`config.mk`:
```
export PLATFORM = sky130hd
export DESIGN_NAME = bin2bcd_conv
export DESIGN_NICKNAME = d
export VERILOG_FILES = /design/src/rtl/bin2bcd_conv_pkg.sv /design/src/rtl/bin2bcd_conv_add3.sv /design/src/rtl/bin2bcd_conv.sv
export SDC_FILE = /design/constraint.sdc
export NUM_CORES = 1
export LEC_CHECK = 0
export ABC_AREA = 1
export CAP_MARGIN = 20
export CORE_ASPECT_RATIO = 0.75
export CORE_MARGIN = 5
export CORE_UTILIZATION = 35
export CTS_CLUSTER_SIZE = 8
export DETAILED_ROUTE_END_ITERATION = 10
export PLACE_DENSITY_LB_ADDON = 0.25
export SLEW_MARGIN = 20
export SYNTH_ARGS = -nofsm -noshare
export SYNTH_HDL_FRONTEND = slang
export SYNTH_SLANG_ARGS = --single-unit
```
`constraint.sdc`:
```
create_clock -name i_clk -period 3.1 [get_ports i_clk]
set_input_delay 0.62 -clock i_clk [delete_from_list [all_inputs] [get_ports i_clk]]
set_output_delay 0.62 -clock i_clk [all_outputs]
set_load 0.02 [all_outputs]
```
`src/rtl/bin2bcd_conv_pkg.sv`:
```
// Shared definitions for the sequential binary-to-BCD converter.
// Contents:
//   state_t           - converter FSM state encoding (IDLE / SHIFT / LOAD)
//   BCD_ADD3_THRESH   - nibble value at which the add-3 correction applies
//   BCD_ADJUST        - correction added to a nibble before each shift
//   BCD_SAT_NIBBLE    - digit shown on every position when the value overflows
//   cnt_width()       - width of the bit counter that must hold BIN_W
package bin2bcd_conv_pkg;

  typedef enum logic [1:0] {
    ST_IDLE  = 2'd0,
    ST_SHIFT = 2'd1,
    ST_LOAD  = 2'd2
  } state_t;

  localparam logic [3:0] BCD_ADD3_THRESH = 4'd5;
  localparam logic [3:0] BCD_ADJUST      = 4'd3;
  localparam logic [3:0] BCD_SAT_NIBBLE  = 4'h9;

  // Counter must represent the value BIN_W itself, hence clog2(BIN_W+1).
  function automatic int cnt_width(input int bin_w);
    return $clog2(bin_w + 1);
  endfunction

endpackage

```
`src/rtl/bin2bcd_conv_add3.sv`:
```
// bcd_add3: combinational nibble adjuster used by the shift-and-add-3
// converter. A nibble of 5 or more is corrected by +3 so that the following
// left shift carries correctly into the next decimal digit.
// Ports:
//   din  - BCD nibble before adjustment
//   dout - adjusted nibble (din >= 5 ? din + 3 : din)
module bcd_add3
  import bin2bcd_conv_pkg::*;
(
  input  logic [3:0] din,
  output logic [3:0] dout
);

  // Add-3 correction for one decimal digit.
  always_comb begin
    dout = din;
    if (din >= BCD_ADD3_THRESH) begin
      dout = din + BCD_ADJUST;
    end else begin
      dout = din;
    end
  end

endmodule

```
`src/rtl/bin2bcd_conv.sv`:
```
// bin2bcd_conv: sequential binary-to-BCD converter (shift-and-add-3, one bit
// per clock) feeding the multiplexed 7-segment display stage. The result is
// only updated on the final LOAD edge, so the display never sees partial
// values. Values above 10^DIS_NUM-1 are flagged and shown as all nines.
// Parameters:
//   DIS_NUM - number of display digits (output is DIS_NUM*4 bits)
//   BIN_W   - binary input width, 1 .. 3*DIS_NUM+3
// Ports:
//   i_clk        - clock, rising edge
//   i_rst        - asynchronous active-low reset
//   i_start      - conversion request, honoured only while idle
//   i_bin        - binary value, captured with an accepted i_start
//   o_busy       - high while a conversion is in progress
//   o_done       - one-cycle pulse when a new result is presented
//   o_overflow   - value exceeded the displayable range (held with result)
//   o_bcd_data   - packed BCD, digit 0 in bits [3:0]
module bin2bcd_conv
  import bin2bcd_conv_pkg::*;
#(
  parameter int DIS_NUM = 4,
  parameter int BIN_W   = 14
) (
  input  logic                   i_clk,
  input  logic                   i_rst,
  input  logic                   i_start,
  input  logic [BIN_W-1:0]       i_bin,
  output logic                   o_busy,
  output logic                   o_done,
  output logic                   o_overflow,
  output logic [DIS_NUM*4-1:0]   o_bcd_data
);

  // One spare digit above the display width holds the overflow information.
  localparam int INT_DIG = DIS_NUM + 1;
  localparam int BCD_W   = INT_DIG * 4;
  localparam int OUT_W   = DIS_NUM * 4;
  localparam int CNT_W   = cnt_width(BIN_W);

  // INT_DIG nibbles can only hold 2^BIN_W-1 when BIN_W <= 3*DIS_NUM+3.
  if (BIN_W < 1 || BIN_W > 3 * DIS_NUM + 3) begin : g_bad_bin_w
    $error("bin2bcd_conv: BIN_W out of range 1 .. 3*DIS_NUM+3");
  end

  state_t                 state_r;
  state_t                 state_nx_s;
  logic                   capture_s;
  logic                   shift_s;
  logic                   load_s;
  logic [BIN_W-1:0]       bin_r;
  logic [BCD_W-1:0]       bcd_r;
  logic [CNT_W-1:0]       cnt_r;
  logic [BCD_W-1:0]       adj_s;
  logic [BCD_W+BIN_W-1:0] shifted_s;
  logic                   ovf_s;
  logic                   busy_r;
  logic                   done_r;
  logic                   overflow_r;
  logic [OUT_W-1:0]       bcd_out_r;

  // All digits are corrected in parallel; there is no carry between nibbles.
  for (genvar g = 0; g < INT_DIG; g++) begin : g_adj
    bcd_add3 u_add3 (
      .din  (bcd_r[g*4 +: 4]),
      .dout (adj_s[g*4 +: 4])
    );
  end

  // The binary MSB moves into the BCD LSB as the whole register shifts.
  assign shifted_s = {adj_s, bin_r} << 1'b1;
  assign ovf_s     = (bcd_r[BCD_W-1 -: 4] != 4'd0);

  // FSM state register.
  always_ff @(posedge i_clk or negedge i_rst) begin
    if (!i_rst) begin
      state_r <= ST_IDLE;
    end else begin
      state_r <= state_nx_s;
    end
  end

  // Next-state logic and datapath control strobes.
  always_comb begin
    state_nx_s = state_r;
    capture_s  = 1'b0;
    shift_s    = 1'b0;
    load_s     = 1'b0;
    case (state_r)
      ST_IDLE: begin
        if (i_start) begin
          capture_s  = 1'b1;
          state_nx_s = ST_SHIFT;
        end else begin
          state_nx_s = ST_IDLE;
        end
      end
      ST_SHIFT: begin
        shift_s = 1'b1;
        // Counter value 1 here means it reaches 0 with this shift.
        if (cnt_r == CNT_W'(1'b1)) begin
          state_nx_s = ST_LOAD;
        end else begin
          state_nx_s = ST_SHIFT;
        end
      end
      ST_LOAD: begin
        load_s     = 1'b1;
        state_nx_s = ST_IDLE;
      end
      default: begin
        state_nx_s = ST_IDLE;
      end
    endcase
  end

  // Working register: capture, shift-and-add-3, bit counter.
  always_ff @(posedge i_clk or negedge i_rst) begin
    if (!i_rst) begin
      bin_r <= {BIN_W{1'b0}};
      bcd_r <= {BCD_W{1'b0}};
      cnt_r <= {CNT_W{1'b0}};
    end else if (capture_s) begin
      bin_r <= i_bin;
      bcd_r <= {BCD_W{1'b0}};
      cnt_r <= CNT_W'(BIN_W);
    end else if (shift_s) begin
      bin_r <= shifted_s[BIN_W-1:0];
      bcd_r <= shifted_s[BCD_W+BIN_W-1:BIN_W];
      cnt_r <= cnt_r - CNT_W'(1'b1);
    end else begin
      bin_r <= bin_r;
      bcd_r <= bcd_r;
      cnt_r <= cnt_r;
    end
  end

  // Registered outputs; result and overflow change only on the LOAD edge.
  always_ff @(posedge i_clk or negedge i_rst) begin
    if (!i_rst) begin
      busy_r     <= 1'b0;
      done_r     <= 1'b0;
      overflow_r <= 1'b0;
      bcd_out_r  <= {OUT_W{1'b0}};
    end else begin
      busy_r <= (state_nx_s != ST_IDLE);
      done_r <= load_s;
      if (load_s) begin
        overflow_r <= ovf_s;
        if (ovf_s) begin
          bcd_out_r <= {DIS_NUM{BCD_SAT_NIBBLE}};
        end else begin
          bcd_out_r <= bcd_r[OUT_W-1:0];
        end
      end else begin
        overflow_r <= overflow_r;
        bcd_out_r  <= bcd_out_r;
      end
    end
  end

  assign o_busy     = busy_r;
  assign o_done     = done_r;
  assign o_overflow = overflow_r;
  assign o_bcd_data = bcd_out_r;

endmodule

```
Word-level counts from Yosys, hierarchy flattened
Cells that the tools add are included.

operators by class
  $add $sub $neg = 6
  magnitude comparators = 5
  equality and inequality tests = 3
  muxes and demuxes = 19
  reductions and logical operators = 4

operator list
  cell                                                                    count
  20-bit two-way mux                                                      2
  14-bit two-way mux                                                      2
  4-bit two-way mux                                                       6
  4-bit by 3-bit >= comparator with 1-bit output (second input constant)  5
  4-bit by 2-bit adder with 4-bit output (second input constant)          4
  16-bit two-way mux                                                      1
  1-bit two-way mux                                                       5
  4-bit by 1-bit == test with 1-bit output (second input constant)        1
  2-bit one-hot mux with 2 select lines                                   1
  2-bit nonzero test                                                      2
  4-bit nonzero test                                                      1
  4-bit by 1-bit subtractor with 4-bit output (second input constant)     1
  3-bit by 2-bit adder with 3-bit output (second input constant)          1
  3-bit two-way mux                                                       1
  2-bit by 1-bit == test with 1-bit output (second input constant)        1
  2-bit == test (second input constant)                                   1
  2-bit zero test                                                         1
  2-bit two-way mux                                                       1

storage, ports and cells
  bits in registers = 59
  bits of input ports = 17
  output and inout bits = 19
  logic and storage cells = 45

Depth between registers and ports, before layout
Gate-level depths: netlist of run 1.

  depth in word-level cells = 4
  gate-level depth with buffers = 8
  depth with buffers taken out = 8

Hierarchy
Synthesis of run 1 repeated with hierarchy kept, for this count alone.

unflattened totals
  cell total of the unflattened synthesis = 382
  area total of the unflattened synthesis = 3059.2 µm²

modules (own cells, without submodules)
  module        instances  cells an instance  area an instance (µm²)  sequential area each (µm²)
  bin2bcd_conv  1          267                2383.5                  1476.4
  bcd_add3      5          23                 135.1                   0.0

Worst setup path after synthesis of run 1
Ideal clock, no wire load.

  path type = input to register
  start point = in i_start
  end point = reg bin_r[10]
  setup time = 0.124 ns
  arrival time = 1.127 ns
  required time = 2.976 ns
  path slack = 1.849 ns
  stages on the path = 6
  path buffers = 1
  cell sequence = nand2_1 -> nand2_4 -> inv_2 -> buf_6 -> nand2_1 -> nand3_1

on the way
  longest elaborated chain between the ends = 3
  elaborated cells on any way between the ends = 4
  classes of those cells = mux: 3; reduce/logical: 1

ends and longest elaborated chain
  what                                                             line                 RTL
  from (decl)                                                      bin2bcd_conv.sv:25   input logic i_start,
  1-bit two-way mux (*)                                            bin2bcd_conv.sv:89   if (i_start) begin
  1-bit two-way mux (*)                                            bin2bcd_conv.sv:87   case (state_r)
  14-bit two-way mux / 2-bit nonzero test (equally long branches)  -
  to (signal assigned)                                             bin2bcd_conv.sv:118  bin_r <= {BIN_W{1'b0}};
  to (signal assigned)                                             bin2bcd_conv.sv:122  bin_r <= i_bin;
  to (signal assigned)                                             bin2bcd_conv.sv:126  bin_r <= shifted_s[BIN_W-1:0];
  to (decl)                                                        bin2bcd_conv.sv:49   logic [BIN_W-1:0] bin_r;

Every way passes the cells marked *; elsewhere a longest branch is shown, timed or not.
A chain may end at the register's enable or synchronous reset.

Worst setup path after layout of run 1
  start point = reg bcd_out_r[1] (netlist: o_bcd_data[1])
  end point = out o_bcd_data[1]

RTL lines
  what                    line                 RTL
  from (decl)             bin2bcd_conv.sv:58   logic [OUT_W-1:0] bcd_out_r;
  from (signal assigned)  bin2bcd_conv.sv:142  bcd_out_r <= {OUT_W{1'b0}};
  from (signal assigned)  bin2bcd_conv.sv:149  bcd_out_r <= {DIS_NUM{BCD_SAT_NIBBLE}};
  from (signal assigned)  bin2bcd_conv.sv:151  bcd_out_r <= bcd_r[OUT_W-1:0];
  to (decl)               bin2bcd_conv.sv:30   output logic [DIS_NUM*4-1:0] o_bcd_data

No word-level cell between the ends.

==> results.sh, run 1 <==
export IMPL_clk_path_buf_depth=2
export IMPL_dp_cells=479
export IMPL_rows=28
export IMPL_grt_overflow_total=0
export IMPL_synth_seq_area_share=0.506
export IMPL_async_flop_share=1.00
export IMPL_wl_met1_mm=3.23
export IMPL_synth_compound_area_frac=0.0789
export IMPL_fin_nets=415
export IMPL_synth_area_um2=2920
export IMPL_cp_slowest_cell="clkdlybuf4s50_1"
export IMPL_first_iter_violations=129
export IMPL_crit_arrival_ps=1320
export IMPL_cp_slowest_stage_delay_ps=610
export IMPL_dr_pass1_iters=4
export IMPL_cp_top_family="buffers and inverters"
export IMPL_stdcell_count=495
export IMPL_cts_sinks=59
export IMPL_p_per_area_nw_per_um2=1020
export IMPL_vdd_drop_max_uv=330
export IMPL_route_met3_wl_um=315
export IMPL_period_share=0.627
export IMPL_total_power_mw=3.61
export IMPL_syn_instance_count=346
export IMPL_viasPerCell=4.82
export IMPL_antennaDiodeCount=0
export IMPL_switching_share=0.409
export IMPL_antenna_found_initial=0
export IMPL_cts_resized=0
export IMPL_antenna_left=0
export IMPL_p_leak_nw=1.72
export IMPL_yosysTopAreaCell="dfrtp_1"
export IMPL_synthFlopType="dfrtp_1"
export IMPL_timing_fmax_mhz=515
export IMPL_synth_seq_cells=59
export IMPL_synth_nets=376
export IMPL_synth_edf_count=0
export IMPL_intPower_mw=2.14
export IMPL_fin_skew_ps=7.15
export IMPL_hpwlAfterDp_mm=4.32
export IMPL_die_x_um=115
export IMPL_end_kind="output pin"
export IMPL_synth_area_leaders="dfrtp_1, nand2_1, nand3_1, ha_1, inv_1"
export IMPL_ys_top_cells_by_count="nand2_1, dfrtp_1, nand3_1"
export IMPL_p_switching_mw=1.48
export IMPL_cts_tree="yes"
export IMPL_cts_buffers=9
export IMPL_yosysMostFrequentCell="nand2_1"
export IMPL_avgRoutedWirePerCell_um=12.5
export IMPL_maxSlewHeadroom=0.590
export IMPL_core_um2=8020
export IMPL_cts_max_level=3
export IMPL_synth_simple_area_share=0.285
export IMPL_crit_type="flop to output pin"
export IMPL_path_clk_slew_ps=70
export IMPL_critPathLaunchType="flop"
export IMPL_die_area_um2=10300
export IMPL_crit_cells=1
export IMPL_drc=0
export IMPL_synthAdderAreaFrac=0.0558
export IMPL_pwr_share_seq=0.369
export IMPL_post_cts_setup_buffers=0
export IMPL_grt_max_degree=38
export IMPL_synth_mux_area_frac=0
export IMPL_synth_top_family_by_area="simple AND/OR/NAND/NOR gates"
export IMPL_critical_path_max_fanout=2
export IMPL_syn_to_final_growth_pct=21.2
export IMPL_dr_wl_met2_mm=2.56
export IMPL_cts_hold_buf=0
export IMPL_crit_buf_inv=1
export IMPL_grt_pass1_vias=2250
export IMPL_grt_pass1_wl_mm=10.9
export IMPL_initial_utilization=0.364
export IMPL_period_needed_ps=1940
export IMPL_top_layer="met4"
export IMPL_hold_violations=0
export IMPL_path_cells="clkdlybuf4s50_1"
export IMPL_reg2regPathDepth=4
export IMPL_ys_warn_count=0
export IMPL_outcome="complete, no violations"
export IMPL_drv_slew=0
export IMPL_clk_latency_ps=330
export IMPL_io_buffers=35
export IMPL_die_y_um=89.1
export IMPL_p_comb_frac=0.424
export IMPL_worstMarginPinSlew_ps=615
export IMPL_num_fill_cells=808
export IMPL_setup_viol=0
export IMPL_hp_class="input port to asynchronous set/reset pin"
export IMPL_drive_above_1_share=0.0641
export IMPL_grt_setup_unrepaired="false"
export IMPL_required_ps=2480
export IMPL_synth_xor_area_frac=0
export IMPL_track_usage=0.134
export IMPL_syn_area_per_cell_um2=8.43
export IMPL_num_vias=2387
export IMPL_gp_congestion=0.901
export IMPL_pwr_share_clk=0.208
export IMPL_max_cap_viol_count=0
export IMPL_whs_ps=292
export IMPL_io_pin_count=36
export IMPL_ys_types=20
export IMPL_totalWireLength_mm=6.17
export IMPL_setup_tns_ps=0
export IMPL_cts_root_buf="clkbuf_8"
export IMPL_yosys_area_top_type_share=0.506
==> registers in the layout, indices dropped and copies added, names as in the netlist <==
register    flops
o_overflow      1
o_done          1
o_bcd_data     16
state_r         2
o_busy          1
bcd_r          20
cnt_r           4
bin_r          14
==> routing by layer <==
| metal | global-route usage | vias up |
|---|---|---|
| li1 | - | 1206 |
| met1 | 0.191 | 1114 |
| met2 | 0.197 | 58 |
| met3 | 0.0426 | 9 |
| met4 | 0.0362 | 0 |
| met5 | 0 | - |
==> worst paths after layout <==
| path | startpoint | end | slack, ps |
|---|---|---|---|
| setup / recovery | o_bcd_data[1]$_DFFE_PN0P_ | o_bcd_data[1] | 1160 |
| hold / removal | i_rst | o_bcd_data[13]$_DFFE_PN0P_ | 290 |
| setup reg to reg | state_r[0]$_DFF_PN0_ | o_bcd_data[7]$_DFFE_PN0P_ | 1670 |
| hold reg to reg | bin_r[0]$_DFFE_PN0P_ | bin_r[0]$_DFFE_PN0P_ | 480 |
| max in group asynchronous | i_rst | bcd_r[3]$_DFFE_PN0P_ | 2200 |
| min in group i_clk | bin_r[0]$_DFFE_PN0P_ | bin_r[0]$_DFFE_PN0P_ | 480 |
==> cell families after synthesis <==
group | count (synthesis)
simple gates | 194
fa+ha+maj | 13
flops | 59
buf+inv | 41
compound gates | 39
==> placed cells by master (no fill, tap or decap) <==
cell / synthesis / layout
nor2_4: 2 / 2
bufinv_16: 0 / 2
a21oi_1: 4 / 4
o211ai_1: 7 / 7
clkbuf_8: 0 / 9
nor2_1: 9 / 9
buf_4: 2 / 1
nand2_4: 2 / 2
clkbuf_1: 0 / 2
inv_2: 3 / 3
o22ai_1: 5 / 5
dfrtp_1: 59 / 59
inv_4: 1 / 1
a31oi_1: 3 / 3
nand4_1: 11 / 11
buf_12: 0 / 1
clkinv_2: 0 / 2
nand3_1: 35 / 35
o21bai_1: 3 / 3
buf_2: 0 / 1
ha_1: 13 / 13
clkdlybuf4s50_1: 0 / 34
clkinvlp_4: 0 / 1
inv_1: 28 / 28
nand2_1: 134 / 134
nor3_1: 1 / 1
o21ai_0: 17 / 17
==> power by group through the flow <==
stage | clock network (mW) | registers, mW | logic [mW]
finish | 0.750 | 1.33 | 1.53
global route | 0.811 | 1.38 | 1.76
CTS | 0.772 | 1.33 | 1.54
detailed placement | 0 | 1.34 | 1.54
global placement | 0 | 1.34 | 1.50
floorplan | 0 | 1.39 | 1.05
==> layout make-up <==
class / instances / area (µm²) / share of cell area
tap: 105 / 131 / 0.0372
inverter: 32 / 123 / 0.0347
timing repair buffer: 37 / 373 / 0.105
clock buffer: 11 / 131 / 0.0372
sequential: 59 / 1480 / 0.418
clock inverter: 5 / 77.6 / 0.0219
multi-input combinational: 246 / 1220 / 0.346
==> stage by stage <==
step           cell area (µm²)  worst slack [ps]   util
4_1_cts                   3540              1140  0.441
3_5_place_dp              3330              1140  0.415
3_3_place_gp              3330              1160  0.415
2_1_floorplan             2920              1850      -
5_1_grt                   3540              1110  0.441
6_report                  3540              1160  0.441
==> worst register-to-register path: stages, from the launching register on <==
cell      delay, ps
dfrtp_1         470
nor2_4          380
inv_2           240
nand2_1         130
o211ai_1         90
Power figures use the tool's default switching activity.
==> inputs of run 2 (changes only) <==
==> constraint.sdc (replaced) <==
create_clock -name i_clk -period 1.6 [get_ports i_clk]
set_input_delay 0.32 -clock i_clk [delete_from_list [all_inputs] [get_ports i_clk]]
set_output_delay 0.32 -clock i_clk [all_outputs]
set_load 0.02 [all_outputs]
==> run 2 against run 1 <==
  * Die area is the same
  * Total power grew 97%
  * First-iteration DRC count shrank 5.4%
  * Non-clock buffer count grew 8
  * Register-to-register slack lost 1400 ps
  * Sequential share of layout area shrank 1.1 points
  * Largest cell class unchanged
  * Highest routed layer unchanged
==> results.sh, run 2 (synthesis results as in run 1) <==
export IMPL_cts_root_buf="clkbuf_8"
export IMPL_fin_skew_ps=7.20
export IMPL_gp_congestion=0.862
export IMPL_grt_overflow_total=0
export IMPL_clk_path_buf_depth=2
export IMPL_final_common_cell="nand2_1"
export IMPL_rows=28
export IMPL_p_per_area_nw_per_um2=1960
export IMPL_track_usage=0.139
export IMPL_cp_slowest_cell="dfrtp_1"
export IMPL_cts_tree="yes"
export IMPL_critical_path_max_fanout=2
export IMPL_crit_arrival_ps=1050
export IMPL_grt_pass1_vias=2415
export IMPL_max_cap_viol_count=0
export IMPL_hpwlAfterDp_mm=4.55
export IMPL_viasPerCell=4.88
export IMPL_clk_latency_ps=330
export IMPL_grt_max_degree=25
export IMPL_num_vias=2455
export IMPL_antenna_found_initial=0
export IMPL_path_clk_slew_ps=70
export IMPL_dr_pass1_iters=4
export IMPL_drc=0
export IMPL_initial_utilization=0.364
export IMPL_worstMarginPinSlew_ps=543
export IMPL_io_buffers=35
export IMPL_io_pin_count=36
export IMPL_hp_class="flop to flop"
export IMPL_end_kind="output pin"
export IMPL_crit_path_start="o_bcd_data[1]$_DFFE_PN0P_"
export IMPL_holdPathEnd="bin_r[0]$_DFFE_PN0P_"
export IMPL_fin_ws_ps=230
export IMPL_totalWireLength_mm=6.46
export IMPL_avgRoutedWirePerCell_um=12.8
export IMPL_largest_reg_flops=20
export IMPL_p_leak_nw=1.85
export IMPL_setup_tns_ps=0
export IMPL_path_cells="dlygate4sd2_1"
export IMPL_cts_buffers=9
export IMPL_hold_violations=0
export IMPL_die_x_um=115
export IMPL_cts_sinks=59
export IMPL_pre_cts_slack_ps=22.1
export IMPL_fin_nets=423
export IMPL_dp_cells=486
export IMPL_first_iter_violations=122
export IMPL_syn_to_final_growth_pct=24.6
export IMPL_reg2regPathDepth=7
export IMPL_crit_buf_inv=1
export IMPL_outcome="complete, no violations"
export IMPL_total_power_mw=7.11
export IMPL_die_area_um2=10300
export IMPL_drv_slew=0
export IMPL_grt_setup_unrepaired="false"
export IMPL_cp_slowest_stage_delay_ps=390
export IMPL_antennaDiodeCount=0
export IMPL_stdcell_count=503
export IMPL_period_share=0.857
export IMPL_r2r_start="bcd_r[4]$_DFFE_PN0P_"
export IMPL_top_register="bcd_r"
export IMPL_hp_start="bin_r[0]$_DFFE_PN0P_"
export IMPL_drive_above_1_share=0.0854
export IMPL_maxSlewHeadroom=0.638
export IMPL_grt_pass1_wl_mm=11.3
export IMPL_antenna_left=0
export IMPL_reg2reg_slack_ps=260
export IMPL_critPathLaunchType="flop"
export IMPL_crit_type="flop to output pin"
export IMPL_reg2reg_to="bcd_r[8]$_DFFE_PN0P_"
export IMPL_cts_max_level=3
export IMPL_core_um2=8020
export IMPL_die_y_um=89.1
export IMPL_period_needed_ps=1370
export IMPL_utilization=0.453
export IMPL_mostFrequentLayoutCells="nand2_1, dfrtp_1, nand3_1"
export IMPL_cp_top_family="flip-flops"
export IMPL_holdPathStages=2
export IMPL_setup_viol=0
export IMPL_required_ps=1280
export IMPL_timing_fmax_mhz=730
export IMPL_vdd_drop_max_uv=677
==> run 2: cell type report <==
cell class | count | area (µm²)
clock buffers | 11 | 151
well taps | 105 | 131
multi-input cells | 246 | 1220
inverters | 32 | 123
flip-flops and latches | 59 | 1480
fillers | 797 | 4390
repair buffers | 45 | 453
clock inverters | 5 | 75.1
==> run 2: where the power goes <==
part	internal, mW	leakage [nW]	switching [mW]
Clock	0.954	0.119	0.601
Combinational	1.14	0.998	1.83
Sequential	2.11	0.733	0.476
Total	4.21	1.85	2.90
==> run 2: tightest hold or removal path, cell delays in order (launching register included) <==
cell     delay [ps]
dfrtp_1         350
nand2_1          50
nand2_1          50
==> run 2: through the flow <==
step	hold slack, ps	instance area (µm²)
CTS	479	3630
detailed placement	332	3420
global route	501	3630
floorplan	24.4	2920
finish	479	3630
global placement	325	3420
==> run 2: repair_timing <==
| action | CTS | global route |
|---|---|---|
| hold buffers | 1 | 0 |
| endpoints found under the setup margin | 18 | 1 |
| endpoints found under the hold margin | 19 | 0 |
| buffers inserted | 0 | 0 |
| resized for setup | 18 | 1 |
| cloned | 0 | 0 |
==> run 2: worst max-delay path by stage <==
| stage | depth (start not counted) | end | slack (ps) |
|---|---|---|---|
| after floorplan | 5 | o_bcd_data[11]$_DFFE_PN0P_ | 390 |
| after global placement | 6 | bin_r[12]$_DFFE_PN0P_ | 50 |
| after detailed placement | 6 | bin_r[6]$_DFFE_PN0P_ | 20 |
| after CTS | 1 | o_done | 6 |
| after global routing | 7 | bcd_r[16]$_DFFE_PN0P_ | 130 |
| final | 1 | o_bcd_data[1] | 230 |
==> run 2: per-layer routing <==
| metal | up-vias | part of all wire | global-route usage |
|---|---|---|---|
| met2 | 46 | 0.46 | 0.219 |
| li1 | 1231 | - | - |
| met5 | - | 0 | 0 |
| met1 | 1174 | 0.49 | 0.185 |
| met4 | 0 | 0.0053 | 0.0352 |
| met3 | 4 | 0.047 | 0.0480 |
==> inputs of run 3 (changes only) <==
--- a/config.mk
+++ b/config.mk
@@ -10,6 +10,7 @@
 export CORE_ASPECT_RATIO = 0.75
 export CORE_MARGIN = 5
 export CORE_UTILIZATION = 35
+export CTS_CLUSTER_DIAMETER = 30
 export CTS_CLUSTER_SIZE = 8
 export DETAILED_ROUTE_END_ITERATION = 10
 export PLACE_DENSITY_LB_ADDON = 0.25
==> results of run 3 <==
Final layout, timing and power as in run 2 (identical DEF).
